--- config.mk ---
export PLATFORM = sky130hd
export DESIGN_NAME = muldiv_unit
export DESIGN_NICKNAME = d
export VERILOG_FILES = /design/src/rtl/muldiv_unit.sv
export SDC_FILE = /design/constraint.sdc
export NUM_CORES = 1
export LEC_CHECK = 0
export CAP_MARGIN = 20
export CORE_UTILIZATION = 44
export CTS_CLUSTER_DIAMETER = 100
export DETAILED_ROUTE_END_ITERATION = 10
export DONT_BUFFER_PORTS = 1
export REMOVE_ABC_BUFFERS = 1
export SETUP_SLACK_MARGIN = 0.1
export SYNTH_ARGS = -nofsm -noshare
export SYNTH_HDL_FRONTEND = slang
export SYNTH_SLANG_ARGS = --single-unit
--- constraint.sdc ---
create_clock -name clk -period 11.1 [get_ports clk]
set_input_delay 3.33 -clock clk [delete_from_list [all_inputs] [get_ports clk]]
set_output_delay 3.33 -clock clk [all_outputs]
set_load 0.005 [all_outputs]
--- src/rtl/muldiv_unit.sv ---
// muldiv_unit: iterative RV32 M-extension multiply/divide unit.
//
// One radix-2 step per cycle on unsigned magnitudes (shift-add multiply,
// restoring divide), then a sign-fix cycle. The latency is fixed: result_valid
// pulses for one cycle, 33 rising edges after the accepting edge.
//
// Ports:
//   clk          in   single clock, rising edge
//   reset        in   synchronous, active-high
//   ctrl_valid   in   control word and operands valid this cycle
//   control      in   {enable,regwrite,alu_control[3:0],alusrc,memread,memwrite,branch,memtoreg}
//   rs1_data     in   operand A (multiplicand / dividend)
//   rs2_data     in   operand B (multiplier / divisor)
//   rd_in        in   destination register tag
//   flush        in   abort any in-flight operation
//   busy         out  unit not idle
//   result_valid out  one-cycle result strobe
//   result       out  M-extension result, held until the next completion
//   rd_out       out  tag of the completed operation
module muldiv_unit #(
    parameter int unsigned XLEN = 32
) (
    input  logic            clk,
    input  logic            reset,
    input  logic            ctrl_valid,
    input  logic [10:0]     control,
    input  logic [XLEN-1:0] rs1_data,
    input  logic [XLEN-1:0] rs2_data,
    input  logic [4:0]      rd_in,
    input  logic            flush,
    output logic            busy,
    output logic            result_valid,
    output logic [XLEN-1:0] result,
    output logic [4:0]      rd_out
);

    localparam int unsigned DW   = 2 * XLEN;
    localparam int unsigned CntW = $clog2(XLEN);

    typedef enum logic [1:0] {StIdle, StCalc, StFix, StDone} state_e;

    state_e            state_q, state_d;
    logic [2:0]        op_q, op_d;
    logic [4:0]        rd_q, rd_d;
    logic [XLEN-1:0]   opnd_q, opnd_d;      // multiplicand or divisor magnitude
    logic [DW-1:0]     acc_q, acc_d;        // mul: {hi, multiplier}; div: {rem, quot}
    logic [CntW-1:0]   cnt_q, cnt_d;
    logic              neg_q, neg_d;        // negate product / quotient
    logic              neg_rem_q, neg_rem_d;
    logic [XLEN-1:0]   result_q, result_d;
    logic [4:0]        rd_out_q, rd_out_d;
    logic              valid_q, valid_d;

    logic [2:0]        op_in;
    logic              accept;
    logic              is_mul_in;
    logic              a_signed, b_signed;
    logic              sign_a, sign_b;
    logic [XLEN-1:0]   abs_a, abs_b;
    logic              b_zero;
    logic [XLEN:0]     mul_sum;
    logic [XLEN+1:0]   div_diff;
    logic [DW-1:0]     prod_fix;
    logic [XLEN-1:0]   quot, rem;
    logic [XLEN-1:0]   fix_result;
    logic              unused_bits;

    assign op_in  = control[7:5];
    assign accept = (state_q == StIdle) && ctrl_valid && !control[10] && control[9]
                    && !control[8] && !flush;

    // Operand signedness: MULH both, MULHSU rs1 only, DIV/REM both.
    assign is_mul_in = !op_in[2];
    assign a_signed  = (op_in == 3'd1) || (op_in == 3'd2) || (op_in == 3'd4) || (op_in == 3'd6);
    assign b_signed  = (op_in == 3'd1) || (op_in == 3'd4) || (op_in == 3'd6);
    assign sign_a    = a_signed && rs1_data[XLEN-1];
    assign sign_b    = b_signed && rs2_data[XLEN-1];
    assign abs_a     = sign_a ? -rs1_data : rs1_data;
    assign abs_b     = sign_b ? -rs2_data : rs2_data;
    assign b_zero    = (rs2_data == '0);

    // Shift-add multiply step: add multiplicand into the high half, shift right.
    assign mul_sum  = {1'b0, acc_q[DW-1:XLEN]} + (acc_q[0] ? {1'b0, opnd_q} : '0);
    // Restoring divide step: trial subtract from the left-shifted partial remainder.
    assign div_diff = {1'b0, acc_q[DW-1:XLEN-1]} - {2'b0, opnd_q};

    assign prod_fix = neg_q ? -acc_q : acc_q;
    assign quot     = acc_q[XLEN-1:0];
    assign rem      = acc_q[DW-1:XLEN];

    always_comb begin
        fix_result = '0;
        unique case (op_q)
            3'd0:                fix_result = prod_fix[XLEN-1:0];
            3'd1, 3'd2, 3'd3:    fix_result = prod_fix[DW-1:XLEN];
            3'd4, 3'd5:          fix_result = neg_q ? -quot : quot;
            3'd6, 3'd7:          fix_result = neg_rem_q ? -rem : rem;
            default:             fix_result = '0;
        endcase
    end

    always_comb begin
        state_d   = state_q;
        op_d      = op_q;
        rd_d      = rd_q;
        opnd_d    = opnd_q;
        acc_d     = acc_q;
        cnt_d     = cnt_q;
        neg_d     = neg_q;
        neg_rem_d = neg_rem_q;
        result_d  = result_q;
        rd_out_d  = rd_out_q;
        valid_d   = 1'b0;

        unique case (state_q)
            StIdle: begin
                if (accept) begin
                    state_d   = StCalc;
                    op_d      = op_in;
                    rd_d      = rd_in;
                    opnd_d    = is_mul_in ? abs_a : abs_b;
                    acc_d     = {{XLEN{1'b0}}, (is_mul_in ? abs_b : abs_a)};
                    cnt_d     = '0;
                    // Divide by zero keeps the all-ones quotient unsigned.
                    neg_d     = (sign_a ^ sign_b) && (is_mul_in || !b_zero);
                    neg_rem_d = sign_a;
                end
            end
            StCalc: begin
                if (!op_q[2]) begin
                    acc_d = {mul_sum, acc_q[XLEN-1:1]};
                end else if (!div_diff[XLEN+1]) begin
                    acc_d = {div_diff[XLEN-1:0], acc_q[XLEN-2:0], 1'b1};
                end else begin
                    acc_d = {acc_q[DW-2:0], 1'b0};
                end
                cnt_d = cnt_q + 1'b1;
                if (cnt_q == CntW'(XLEN - 1)) begin
                    state_d = StFix;
                end
            end
            StFix: begin
                state_d  = StDone;
                result_d = fix_result;
                rd_out_d = rd_q;
                valid_d  = 1'b1;
            end
            StDone: begin
                state_d = StIdle;
            end
            default: state_d = StIdle;
        endcase

        // Flush aborts everything in flight, including a completion on this edge.
        if (flush) begin
            state_d  = StIdle;
            valid_d  = 1'b0;
            result_d = result_q;
            rd_out_d = rd_out_q;
        end
    end

    always_ff @(posedge clk) begin
        if (reset) begin
            state_q   <= StIdle;
            op_q      <= '0;
            rd_q      <= '0;
            opnd_q    <= '0;
            acc_q     <= '0;
            cnt_q     <= '0;
            neg_q     <= 1'b0;
            neg_rem_q <= 1'b0;
            result_q  <= '0;
            rd_out_q  <= '0;
            valid_q   <= 1'b0;
        end else begin
            state_q   <= state_d;
            op_q      <= op_d;
            rd_q      <= rd_d;
            opnd_q    <= opnd_d;
            acc_q     <= acc_d;
            cnt_q     <= cnt_d;
            neg_q     <= neg_d;
            neg_rem_q <= neg_rem_d;
            result_q  <= result_d;
            rd_out_q  <= rd_out_d;
            valid_q   <= valid_d;
        end
    end

    assign busy         = (state_q != StIdle);
    assign result_valid = valid_q;
    assign result       = result_q;
    assign rd_out       = rd_out_q;

    // Low control bits are non-M fields; div_diff[XLEN] is always 0 after a
    // successful trial subtract.
    assign unused_bits = ^{control[4:0], div_diff[XLEN]};

endmodule
# After elaboration in Yosys (flattened, before gate mapping)
# Index checks and enable logic that the tools add are counted.
dict set report totals {
  reg_bits 151
  input_bits 84
  ram_bits 0
  mem_bits_ro 0
  latch_bits 0
  memories 0
}
dict set report classes {
  muxes 19
  n_div 0
  bitwise_logic 2
  shifts 0
  mul 0
  n_addsub 8
  reduce_logical 32
  n_eq_ne 17
  magnitude_cmp 0
}
# operator n
set op_table {}
lappend op_table {{$mux W64} 4}
lappend op_table {{$mux W32} 7}
lappend op_table {{$neg A32 Y32} 4}
lappend op_table {{$pmux W32 S4} 1}
lappend op_table {{$pmux W64 S2} 1}
lappend op_table {{$neg A64 Y64} 1}
lappend op_table {{$sub A33 B32 Y34} 1}
lappend op_table {{$add A32 B32 Y33} 1}
lappend op_table {{$logic_not A32 Y1} 1}
lappend op_table {{$eq A3 B3 Y1 const B} 6}
lappend op_table {{$pmux W5 S2} 1}
lappend op_table {{$eq A3 B2 Y1 const B} 3}
lappend op_table {{$logic_and A1 B1 Y1} 8}
lappend op_table {{$pmux W2 S4} 1}
lappend op_table {{$reduce_and A2 Y1} 4}
lappend op_table {{$eq A3 B1 Y1 const B} 2}
lappend op_table {{$logic_or A1 B1 Y1} 6}
lappend op_table {{$reduce_or A2 Y1} 3}
lappend op_table {{$add A5 B1 Y5 const B} 1}
lappend op_table {{$eq A5 B5 Y1 const B} 1}
lappend op_table {{$logic_not A1 Y1} 5}
lappend op_table {{$mux W5} 1}
lappend op_table {{$eq A2 B2 Y1 const B} 2}
lappend op_table {{$mux W2} 2}
lappend op_table {{other kinds (9)} 11}

# Longest topological paths before layout
# Gate-level depths: netlist of run 1.
dict set report logic_depth {
  word_depth 9
  ltp_mapped 15
  ltp_nobuf 13
}

# Worst setup path before layout of run 1
# OpenSTA, ideal clock, no wires.
dict set report synth_timing {
  kind {in2reg}
  startpoint {input port rs1_data[5]}
  endpoint {register opnd_q[26]}
  path_stages 9
  path_slack_ns 5.224
  setup_time_ns 0.132
  arrival_time_ns 5.744
  required_time_ns 10.968
  cell_sequence {or4_1 nor4_2 and3_1 nand2_1 or4_1 o41ai_1 xnor2_1 o211ai_1 a21oi_1}
}
dict set report synth_via {
  elab_chain_cells 3
}
# item line
set synth_lines {}
lappend synth_lines {{from (decl)} 27} ;# input logic [XLEN-1:0] rs1_data,
lappend synth_lines {{$neg A32 Y32} 78} ;# assign abs_a = sign_a ? -rs1_data : rs1_data;
lappend synth_lines {{$mux W32} 78}
lappend synth_lines {{$mux W32} 121} ;# opnd_d = is_mul_in ? abs_a : abs_b;
lappend synth_lines {{to (signal assigned)} 180} ;# opnd_q <= opnd_d;
lappend synth_lines {{to (decl)} 45} ;# logic [XLEN-1:0] opnd_q, opnd_d;
# Every way passes these cells.
# A chain may end at the register's enable or synchronous reset.

# Worst setup path in the final report of run 1
dict set report layout_timing {
  startpoint {input port control[10]}
  endpoint {register acc_q[47]}
}
dict set report layout_via {
  elab_chain_cells 7
}
# item line
set layout_lines {}
lappend layout_lines {{from (decl)} 26} ;# input logic [10:0] control,
lappend layout_lines {{$logic_not A1 Y1} 69} ;# assign accept = (state_q == StIdle) && ctrl_valid && !control[10] && control[9]
lappend layout_lines {{$logic_and A1 B1 Y1 (2 in a row)} 69}
lappend layout_lines {{$logic_and A1 B1 Y1 (2 in a row)} 70} ;# && !control[8] && !flush;
lappend layout_lines {{$ne A2 B2 Y1 (no source line)} n/a}
lappend layout_lines {{$reduce_and A2 Y1 (no source line)} n/a}
lappend layout_lines {{to (signal assigned)} 169} ;# acc_q <= '0;
lappend layout_lines {{to (signal assigned)} 181} ;# acc_q <= acc_d;
lappend layout_lines {{to (decl)} 46} ;# logic [DW-1:0] acc_q, acc_d;
# Every way passes these cells.

==> metrics.md, run 1 <==
| Metric | Value |
|---|---|
| Highest clock rate | 0.1409 GHz |
| H-tree depth | 4 |
| Vias/cell | 6.172 |
| Area leader, netlist | dfxtp_1 |
| Placed insts | 2322 |
| Final period util | 63.94% |
| Seq pwr share | 38.3% |
| Vias in the first global route | 13390 |
| Slew margin rel. | 25.51% |
| Sequential share of the synthesized area | 21.11% |
| Maximum buffer depth of the clock tree | 2 |
| Slew @ Worst Pin | 1117 ps |
| Syn. warnings | 0 |
| Final setup viols | 0 |
| Worst setup SP type | input port |
| Unrepaired setup endpoints after global routing | no |
| Worst-path clk slew | 70 ps |
| Antenna violations before repair | 0 |
| Drt pass-1 iters | 6 |
| Synthesis-to-finish area growth | 5.680% |
| Die ar. | 0.03327 mm² |
| Maxcap violations | 0 |
| Commonest non-fill, non-tap cell in the layout | nor2_1 |
| Status | complete, no violations |
| Reg-to-reg startpoint | opnd_q[10]$_SDFFE_PP0P_ |
| # hold bufs at CTS | 0 |
| DR vias | 14530 |
| Fin. Hold Viols | 0 |
| Site Rows | 65 |
| Pre-CTS setup slack | 3572 ps |
| Yosys reg bits | 151 |
| Hold Path Depth | 2 |
| Main synth FF type | dfxtp_1 |
| Final WL | 48140 µm |
| Crit-path max FO | 47 |
| Clock sink count | 151 |
| Post-layout util | 47.59% |
| GRT Util Overall | 28.97% |
| Fin. max-slew vios | 0 |
| R2r endpoint | acc_q[57]$_SDFFE_PP0P_ |
| Final worst setup slack | 4003 ps |
| Psw | 0.4435 mW |
| Initial core utilization | 45.03% |
| Xor and xnor area share after synthesis | 10.70% |
| GPL Wtd Cong | 0.9872 |
| Avg Cell Area, Syn | 7.146 µm² |
| Core region area | 0.03180 mm² |
| Minimum clock period | 7097 ps |
| Adder-Cell Fraction of Synth Area | 6.745% |
| Die width | 182.4 µm |
| Synth top area share | 21.11% |
| Combinational share of power | 18.0% |
| Post-Synthesis Cells | 2004 |
| Port Buffer Count | 0 |
| Peak VDD IR | 112.7 µV |
| DRC viols | 0 |
| Setup_tns | 0 ps |
| Die Ht | 182.4 µm |
| Post_cts resized | 0 |
| Largest net degree at the start of global routing | 122 |
| Clock Power Share | 43.7% |
| Nets@finish | 2066 |
| Worst hold path type | flip-flop to flip-flop |
| Finished Layout Cells | 2354 |
| Hold path start | rd_q[4]$_SDFFE_PP0P_ |
| CTS tree | done |
| Worst setup EP type | flip-flop |
| Pleak | 5.929 nW |
| Int Power | 1.003 mW |
| EDFF count, synth | 0 |
| Pwr dens | 95.59 mW/mm² |
| Skew final | 13.49 ps |
| Reg-to-reg slack, setup | 6300 ps |
| Arrival time at the worst endpoint | 7470 ps |
| DRT antenna net count | 0 |
| Clock latency on the worst-skew pair | 460 ps |
| Post-synthesis compound-gate area fraction | 28.90% |
| Grt ovf | 0 |
| Synth unique cells | 77 |
| Crit Path Category | input port to flip-flop |
| R2R depth | 12 |
| Boundary pin count | 123 |
| Post-synthesis simple-gate area fraction | 22.25% |
| HPWL after DPL | 36020 µm |
| Root buffer selected by CTS | clkbuf_16 |
| Main combinational cell family by area after synthesis | compound AO/OA/AOI/OAI gates |
| Post-synthesis async set-or-reset flop share | 0% |
| FILL cells | 3285 |
| Post-CTS setup buffer count | 0 |
| First-pass GRT wire length | 75590 µm |
| WHS Endpoint | rd_out[4]$_SDFFE_PP0P_ |
| Layout cells sized above 1 | 5.472% |
| Synthesized cell area | 0.01432 mm² |
| Ranking of synthesized cells by area | dfxtp_1, a21oi_1, ha_1 |
| Antenna Cells | 0 |
| CTS buffer count | 17 |
| Starting DRT DRC Count | 1336 |
| Drt wl/cell | 20.45 µm |
| Data required, critical path | 11470 ps |
| Post-synthesis mux area share | 4.596% |
| Most frequent cells in the layout | nor2_1, nand2_1, a21oi_1 |
| Switching share of power | 30.66% |
-- per-layer routing --
metal	up-vias	global-route usage, %	share of wire [%]
met1	6803	40.01	46
met5	-	0	0
met3	71	4.989	7.3
met4	0	9.681	2.8
met2	564	45.39	44
li1	7092	-	-
-- worst max-delay path by stage --
stage | slack, ps | to | start | cells past startpoint
finish | 4000 | acc_q[47]$_SDFFE_PP0P_ | control[10] | 9
floorplan | 3850 | acc_q[60]$_SDFFE_PP0P_ | control[10] | 7
detailed placement | 3570 | acc_q[47]$_SDFFE_PP0P_ | control[10] | 9
global route | 3860 | acc_q[47]$_SDFFE_PP0P_ | control[10] | 9
global placement | 3620 | acc_q[58]$_SDFFE_PP0P_ | control[10] | 9
CTS | 4020 | acc_q[47]$_SDFFE_PP0P_ | control[10] | 9
-- power groups by stage --
stage          Combinational, mW  Sequential [mW]  Clock (mW)
3_3_place_gp               0.255            0.566           0
2_1_floorplan              0.187            0.564           0
4_1_cts                    0.256            0.553       0.640
3_5_place_dp               0.254            0.566           0
5_1_grt                    0.284            0.554       0.658
6_report                   0.260            0.554       0.633
-- per-stage QoR --
stage	hold slack, ps	cell area (µm²)	total power, mW
after floorplan	425.8	13780	0.7514
after global placement	433.0	14520	0.8203
after detailed placement	439.2	14520	0.8204
after CTS	449.0	15130	1.450
after global routing	467.2	15130	1.496
final	445.7	15130	1.447
-- critical path, cell delays in order --
cell and delay [ps]:
nor4b_1 400, nand3_2 100, buf_4 300, a21oi_1 950, nor2b_1 770, nand2_1 690, nor2_1 630, a222oi_1 130
o21ai_0 150
-- logic make-up (layout without fill, tap and decap cells) --
family                   count (synthesis)  count (layout)
AND/OR/NAND/NOR                        686             686
adder cells (fa/ha/maj)                 76              76
buffers and inverters                  211             126
flip-flops                             151             151
AO/OA/AOI/OAI                          642             642
XOR/XNOR                               175             175
multiplexers                            63              63
-- synthesized netlist by cell type, types with 11 or more instances --
cell	n
a211oi_1	57
a31oi_1	16
a22oi_1	17
nor2b_1	15
or4_1	16
nor4_1	16
nand2_1	191
o41ai_1	14
ha_1	74
o31ai_1	23
o211ai_1	32
buf_1	11
xnor2_1	103
a21o_1	42
nand2b_1	17
nor2_1	236
o221ai_1	15
nor3_1	64
and2_1	11
or2_2	15
mux2_2	22
xor2_1	72
or3_1	20
a21oi_1	188
clkbuf_1	118
inv_1	72
nand3_1	38
o22ai_1	13
mux2i_1	41
o21ai_0	133
dfxtp_1	151
-- registers in the layout, summed over array words and instances, names as in the netlist --
name,cells
result,32
result_valid,1
cnt_q,5
acc_q,64
neg_q,1
opnd_q,32
rd_out,5
state_q,2
rd_q,5
neg_rem_q,1
op_q,3
-- layout make-up --
cell class	instances	area, µm²	share of cell area, %
clock inverters	15	190.2	1.257
multi-input cells	1642	10520	69.52
inverters	74	277.8	1.835
clock buffers	17	425.4	2.811
well taps	435	544.3	3.597
repair buffers	20	150.1	0.9921
flip-flops and latches	151	3025	19.99
Note: power is estimated with default switching activity, not from simulation.
==> run 2, diff against run 1 <==
Clock period 11.1 ns to 7.2 ns, I/O delays scaled along.
==> run 2 against run 1 <==
Critical path depth fell by 1. Design area is essentially flat. Global-route usage decreased by 0.085 points. Wire length down 0.32%. Power is 50% higher. Sequential share of layout area about the same. First-iteration DRC count is 3.4% lower. Largest power group unchanged. Worst hold slack improved by 0.78 ps. Via count is 0.35% lower. Flip-flop and latch count unchanged. Clock power increased by 44%.
==> metrics.md, run 2 (synthesized netlist as in run 1, its figures left out) <==
| Metric | Value |
|---|---|
| Post-place instance area | 0.01452 mm² (unchanged) |
| Crit Path Category | input port to flip-flop |
| Minimum clock period | 5081 ps |
| Pleak | 5.917 nW (-0.22%) |
| GRT Util Overall | 28.88% (-0.085 points) |
| Arrival time at the worst endpoint | 5470 ps (-2000 ps) |
| DRC viols | 0 (unchanged) |
| Final worst setup slack | 2119 ps (-1884 ps) |
| CP bufs+invs | 0 (-1) |
| Nets@finish | 2067 (+0.048%) |
| Slowest CP cell | a21oi_1 |
| Maximum buffer depth of the clock tree | 2 (unchanged) |
| CTS tree | done |
| Final setup viols | 0 (unchanged) |
| Die ar. | 0.03327 mm² (unchanged) |
| Die Ht | 182.4 µm (unchanged) |
| Fin. max-slew vios | 0 (unchanged) |
| Total power | 2.166 mW (+50%) |
| Maxcap violations | 0 (unchanged) |
| Commonest non-fill, non-tap cell in the layout | nor2_1 |
| Placed insts | 2322 (unchanged) |
| FILL cells | 3253 (-0.97%) |
| Largest stage delay on the critical path | 780 ps (-170 ps) |
| Skew final | 9.185 ps (-4.301 ps) |
| Unrepaired setup endpoints after global routing | no |
| DRT antenna net count | 0 (unchanged) |
| Vias/cell | 6.148 (-0.39%) |
| Site Rows | 65 (unchanged) |
| Fin. Hold Viols | 0 (unchanged) |
| # hold bufs at CTS | 0 (unchanged) |
| Crit-path max FO | 8 (-83%) |
| Most frequent cells in the layout | nor2_1, nand2_1, a21oi_1 |
| Slew @ Worst Pin | 1090 ps (-26.90 ps) |
| Core region area | 0.03180 mm² (unchanged) |
| Worst-path clk slew | 70 ps (about the same) |
| Starting DRT DRC Count | 1290 (-3.4%) |
| Final instance area | 0.01512 mm² (about the same) |
| Post_cts resized | 0 (unchanged) |
| Die width | 182.4 µm (unchanged) |
| Boundary pin count | 123 (unchanged) |
| Status | complete, no violations |
| Worst setup EP type | flip-flop |
| HPWL after DPL | 36140 µm (+0.33%) |
| Reg-to-reg startpoint | opnd_q[10]$_SDFFE_PP0P_ |
| CTS buffer count | 17 (unchanged) |
| Initial core utilization | 45.03% (unchanged) |
| Post-CTS setup buffer count | 0 (unchanged) |
| Crit path to | acc_q[42]$_SDFFE_PP0P_ |
| Top reg by flops | acc_q |
| Crit path cell chain | nor4b_1, nand3_2, a21oi_1, nor2b_1, and2_1, nand2_1, o22ai_1, a221o_1 |
| Highest clock rate | 0.1968 GHz |
| Slew margin rel. | 27.12% (+1.6 points) |
| H-tree depth | 4 (unchanged) |
| Vias in the first global route | 13500 (+0.84%) |
| Final WL | 47990 µm (-0.32%) |
| Layout cells sized above 1 | 5.417% (-0.055 points) |
| Max reg flops | 64 (unchanged) |
| Finished Layout Cells | 2355 (+0.042%) |
| Multi-input logic area | 0.01052 mm² (unchanged) |
| Crit path depth | 8 (-1) |
| Synthesis-to-finish area growth | 5.583% (about the same) |
| R2R depth | 11 (-1) |
| R2r endpoint | acc_q[32]$_SDFFE_PP0P_ |
| Peak VDD IR | 148.4 µV (+32%) |
| Data required, critical path | 7590 ps (-3880 ps) |
| Hold path start | rd_q[4]$_SDFFE_PP0P_ |
| Worst setup SP type | input port |
| Port Buffer Count | 0 (unchanged) |
| Worst hold path type | flip-flop to flip-flop |
| Register area | 0.003025 mm² (unchanged) |
| Final period util | 70.58% |
| Minimum hold slack | 446.4 ps (+0.7800 ps) |
| Reg-to-reg slack, setup | 2610 ps (-3690 ps) |
| GPL Wtd Cong | 0.9714 (-1.6%) |
| Pre-CTS setup slack | 1694 ps (-1877 ps) |
| First-pass GRT wire length | 75690 µm (+0.13%) |
| Antenna violations before repair | 0 (unchanged) |
| Setup_tns | 0 ps (unchanged) |
| Clock latency on the worst-skew pair | 440 ps (-20 ps) |
| Drt wl/cell | 20.38 µm (-0.36%) |
| Pwr dens | 143.3 mW/mm² (+50%) |
| Largest net degree at the start of global routing | 122 (unchanged) |
| Antenna Cells | 0 (unchanged) |
| Post-layout util | 47.55% (about the same) |
| Root buffer selected by CTS | clkbuf_16 |
| Crit-path leading delay family | simple AND/OR/NAND/NOR gates |
| Drt pass-1 iters | 6 (unchanged) |
| CP startpoint | control[10] |
| Clock sink count | 151 (unchanged) |
| DR vias | 14480 (-0.35%) |
| Grt ovf | 0 (unchanged) |
run 2: worst min-delay path by stage:
stage	endpoint	cells after the start	slack, ps
3_3_place_gp	rd_out[0]$_SDFFE_PP0P_	2	430
3_5_place_dp	rd_out[0]$_SDFFE_PP0P_	2	440
2_1_floorplan	opnd_q[10]$_SDFFE_PP0P_	2	430
5_1_grt	opnd_q[26]$_SDFFE_PP0P_	2	470
6_report	rd_out[4]$_SDFFE_PP0P_	2	450
4_1_cts	rd_out[0]$_SDFFE_PP0P_	2	450
run 2: layout make-up:
type	count	share of cell area (%)
clock inverter	11	0.7531
timing repair buffer	21	1.175
multi-input combinational	1642	69.58
clock buffer	21	3.045
sequential	151	20.01
tap	435	3.600
inverter	74	1.837
run 2: metal layers:
metal  GRT usage, %  share of wire, %
met2          44.80                43
met4          10.92               3.3
met1          39.56                46
met3          5.368               7.7
met5              0                 0
run 2: power by group:
part	switching (mW)	total, mW	internal, mW
registers	0.0116	0.854	0.842
clock network	0.412	0.913	0.501
logic	0.249	0.399	0.150
total	0.672	2.17	1.49
run 2: worst register-to-register path: stages (launching register included):
cell and delay (ps):
dfxtp_1 400, inv_1 120, ha_1 500, nand4_1 220, or2_2 320, a2111oi_1 920
or2_2 340, a221oi_1 180, o21ai_4 460, buf_4 470, a21oi_1 200, a221o_1 350
